<file path="src/rtl/network_sequencer_pkg.sv">
// Shared types and constants for the network sequencer.
// Imported by the sequencer and by its shift-register neighbours.
package network_sequencer_pkg;

  typedef enum logic [2:0] {
    IDLE,
    LOAD,
    COMPUTE,
    FEED,
    DRAIN,
    DONE
  } state_t;

  localparam logic [1:0] SEL_LOAD = 2'b00;
  localparam logic [1:0] SEL_HOLD = 2'b01;
  localparam logic [1:0] SEL_FEED = 2'b10;

endpackage

</file>
<file path="src/rtl/network_sequencer.sv">
// Sequences load, per-layer compute/feed and output drain
// for a four-neuron network built around a shift register.
module network_sequencer
  import network_sequencer_pkg::*;
#(
  parameter int NUM_LAYERS     = 3,
  parameter int NEURON_LATENCY = 2
) (
  input  logic       clk,
  input  logic       rstn,
  input  logic       start,
  input  logic       in_valid,
  output logic       in_ready,
  output logic [1:0] selector,
  output logic [1:0] selector_output,
  output logic [1:0] layer_idx,
  output logic       neuron_en,
  output logic       out_valid,
  output logic [1:0] out_idx,
  output logic       busy,
  output logic       done
);

  localparam logic [3:0] LAT_LAST   = 4'(NEURON_LATENCY - 1);
  localparam logic [1:0] LAYER_LAST = 2'(NUM_LAYERS - 1);

  state_t     state;
  logic [1:0] load_cnt;
  logic [3:0] lat_cnt;
  logic [1:0] drain_cnt;

  assign busy      = (state != IDLE);
  assign in_ready  = (state == LOAD);
  assign neuron_en = (state == COMPUTE);
  assign done      = (state == DONE);

  // Drain taps walk from neuron 3 down to neuron 0.
  assign selector_output =
    (state == DRAIN) ? ~drain_cnt : 2'b00;

  // Load select follows in_valid only while loading.
  always_comb begin
    selector = SEL_HOLD;
    unique case (1'b1)
      (state == LOAD): selector = in_valid ? SEL_LOAD : SEL_HOLD;
      (state == FEED): selector = SEL_FEED;
      default:         selector = SEL_HOLD;
    endcase
  end

  // Main FSM; out_valid/out_idx lag the tap by one cycle
  // to line up with the registered network outputs.
  always_ff @(posedge clk or posedge rstn) begin
    if (rstn) begin
      state     <= IDLE;
      load_cnt  <= '0;
      lat_cnt   <= '0;
      drain_cnt <= '0;
      layer_idx <= '0;
      out_valid <= 1'b0;
      out_idx   <= '0;
    end else begin
      out_valid <= (state == DRAIN);
      out_idx   <= selector_output;
      unique case (state)
        IDLE: begin
          load_cnt  <= '0;
          lat_cnt   <= '0;
          drain_cnt <= '0;
          layer_idx <= '0;
          if (start) state <= LOAD;
        end
        LOAD: begin
          if (in_valid) begin
            load_cnt <= load_cnt + 2'd1;
            if (load_cnt == 2'd3) state <= COMPUTE;
          end
        end
        COMPUTE: begin
          if (lat_cnt == LAT_LAST) begin
            lat_cnt <= '0;
            state   <= FEED;
          end else begin
            lat_cnt <= lat_cnt + 4'd1;
          end
        end
        FEED: begin
          if (layer_idx < LAYER_LAST) begin
            layer_idx <= layer_idx + 2'd1;
            state     <= COMPUTE;
          end else begin
            state <= DRAIN;
          end
        end
        DRAIN: begin
          drain_cnt <= drain_cnt + 2'd1;
          if (drain_cnt == 2'd3) state <= DONE;
        end
        DONE: begin
          layer_idx <= '0;
          state     <= IDLE;
        end
        default: state <= IDLE;
      endcase
    end
  end

endmodule

</file>
<file path="config.mk">
export PLATFORM = sky130hd
export DESIGN_NAME = network_sequencer
export DESIGN_NICKNAME = d
export VERILOG_FILES = /design/src/rtl/network_sequencer_pkg.sv /design/src/rtl/network_sequencer.sv
export SDC_FILE = /design/constraint.sdc
export NUM_CORES = 1
export LEC_CHECK = 0
export BUFFER_PORTS_ARGS = -buffer_cell sky130_fd_sc_hd__buf_4
export CORE_ASPECT_RATIO = 0.5
export CORE_UTILIZATION = 30
export DETAILED_ROUTE_END_ITERATION = 8
export GPL_TIMING_DRIVEN = 0
export PLACE_DENSITY = 0.45
export SKIP_CTS_REPAIR_TIMING = 1
export SLEW_MARGIN = 20
export SYNTH_ARGS = -nofsm -noshare
export SYNTH_HDL_FRONTEND = slang
export SYNTH_SLANG_ARGS = --single-unit
</file>
<file path="constraint.sdc">
create_clock -name clk -period 1.52 [get_ports clk]
set_input_delay 0 -clock clk [delete_from_list [all_inputs] [get_ports clk]]
set_output_delay 0 -clock clk [all_outputs]
set_load 0.005 [all_outputs]
</file>
==> flow_summary.ini <==
[run_status]
outcome = finished, final reports clean

[critical_path]
rrSetupSlack_ps = 190
r2r-start = lat_cnt[1]
r2r-end = state[0]
worstSetupStartpointType = flop
crit_top_cell = buf_2
path_buf_inv = 3
cp_cell_sequence = buf_2, buf_2, o21ai_0, buf_4
crit_family = buffers and inverters
setup.worst_path.end_class = output port
cp_data_arrival_time_ps = 1430
cp_data_required_time_ps = 1520
rr_worst_depth = 5
crit_slowest_cell = dfrtp_1
max_stage_delay_ps = 390
critPathMaxFanout = 10
critical_path_class = flop to output port

[floorplan]
fp.dieH_um = 39.8
io_pins = 17
start_util_pct = 32.4
core-area_mm2 = 0.00265
fp-row-count = 13
fp.dieW_um = 77.6
dieArea_mm2 = 0.00309

[synth]
synth_top_area_share_pct = 46.6
syn_area_per_cell_um2 = 9.75
yosysMostFrequentCell = dfrtp_1
synth_edf_count = 0
synth_area_leaders = dfrtp_1, ha_1, o21ai_0, nor2b_1, nand2_1
seq_area_frac_synth_pct = 46.6
synth_seq_cells = 16
synth.distinct_cells = 35
synth_ff_type = dfrtp_1
syn_area_um2 = 858
syn-num-nets = 96
synth_common_cells = dfrtp_1, nand2_1, nor2_1, o21ai_0, inv_1
yosysTopAreaCell = dfrtp_1
syn_inst = 88
yosysWarnings = 0
async_reset_ff_share_pct = 100

[min_path]
holdCritStartpoint = in_valid
min_to = load_cnt[0]
holdPathStages = 2
hold_path_class = primary input to flop

[sta]
worst_slack_ps = 94.6
max_freq_ghz = 0.702
drv_slew = 0
tightest_slew_ps = 645
min_period_over_period_pct = 93.8
setup_violations = 0
tns_ps = 0
rsz0062_at_grt = no
slew_headroom_pct = 56.9
clock_skew_ps = 2.35
finalHoldViolations = 0
period_needed_ps = 1430

[drt]
routed_wl_um = 1940
post-route-drc-count = 0
dr.pass1.iters = 4
via_count = 716
drtIter0Drc = 37
vias_per_cell = 4.90
antenna_left = 0
wl_per_cell_um = 13.3

[placement]
pre_cts_ws_ps = 176
hpwlAfterDp_um = 1430
place_area_mm2 = 0.00102
gp_congestion = 0.754
portBuffers = 16

[power_and_ir_drop]
irDropWorstVdd_mv = 0.498
power_mw = 1.63
p_per_area_mw_per_mm2 = 1490
leakage_nw = 0.548

[finish]
diodes = 0
final_core_utilization_pct = 41.1
area_delta_synth_final_pct = 27.0
nets = 118
design_area_mm2 = 0.00109
drive_above_1_share_pct = 26.6

[global_route]
grtUsageTotal_pct = 14.1
antenna_found_initial = 0
grt_first_pass_wirelength_um = 3110
grt_overflow = 0
grt_pass1_vias = 678
grt_max_degree = 17

[cts]
cts_sinks = 16
path_clk_slew_ps = 60
cts_buffers = 3
cts_tree = done
clock_path_buffers = 2
clock-root-buffer = clkbuf_8
clock_latency_ps = 250
htree_num_levels = 1

[job]
maxCapViolations = 0
-- routing by layer --
layer	GRT usage, %	vias to the layer above	part of all wire, %
li1	-	352	-
met1	16.3	357	47
met2	26.3	7	50
met3	4.88	0	3.2
met4	2.83	0	0
met5	0	-	0
-- per-stage QoR --
step / hold slack (ps) / instances
finish: 28.6 / 146
global route: 33.2 / 146
CTS: -145 / 145
detailed placement: 125 / 141
global placement: 111 / 141
floorplan: -86.3 / 88
-- how the worst max path moves through the flow --
| stage | startpoint | end | slack, ps | cells after the start |
|---|---|---|---|---|
| final | state[1] | selector[0] | 90 | 4 |
| after floorplan | lat_cnt[1] | state[0] | 330 | 5 |
| after global placement | lat_cnt[1] | state[0] | 200 | 5 |
| after global routing | state[1] | selector[0] | 20 | 4 |
| after CTS | state[1] | selector[0] | 110 | 4 |
| after detailed placement | lat_cnt[1] | state[0] | 180 | 5 |
-- power breakdown --
group	internal, mW	total (mW)	switching (mW)	leakage (nW)
combinational	0.310	0.648	0.338	0.303
clock	0.230	0.379	0.150	0.0288
sequential	0.505	0.599	0.0938	0.217
-- registers in the layout, indices dropped and copies added, names as in the netlist --
register   count
drain_cnt      2
lat_cnt        4
layer_idx      2
load_cnt       2
out_idx        2
out_valid      1
state          3
-- cell families (layout without fill, tap and decap cells) --
family                     Yosys count  count (layout)  share of synthesized area (%)
DFF                                 16              16                           46.6
buffers and inverters               11              32                           6.41
adders and majority gates            4               4                           5.83
AOI/OAI and AO/OA                   23              23                           19.8
and+or+nand+nor                     34              34                           21.3
-- placed cells by master, fill, tap and decap left out, drive strengths merged, types with 2 or more instances in the layout --
cell and instances:
o31ai 2, buf 20, nand3 2, ha 4, o21ai 9, o311ai 2
nor2 8, clkbuf 4, nor2b 5, inv 7, a21o 2, nand2 7
nand2b 4, dfrtp 16, and2 2
-- cell type report --
type                       instances  area, um^2
fill                             267        1560
multi-input combinational         61         403
sequential                        16         400
timing repair buffer              17         130
clock buffer                       4        55.1
tap                               37        46.3
buffer                             4        28.8
inverter                           7        26.3
-- worst register-to-register path: cells and delay by family (launching register included) --
| family | cells | cell delay, ps |
|---|---|---|
| AOI/OAI and AO/OA | 2 | 610 |
| buffers and inverters | 2 | 130 |
| adders and majority gates | 1 | 140 |
| DFF | 1 | 400 |
Power figures use the tool's default switching activity.
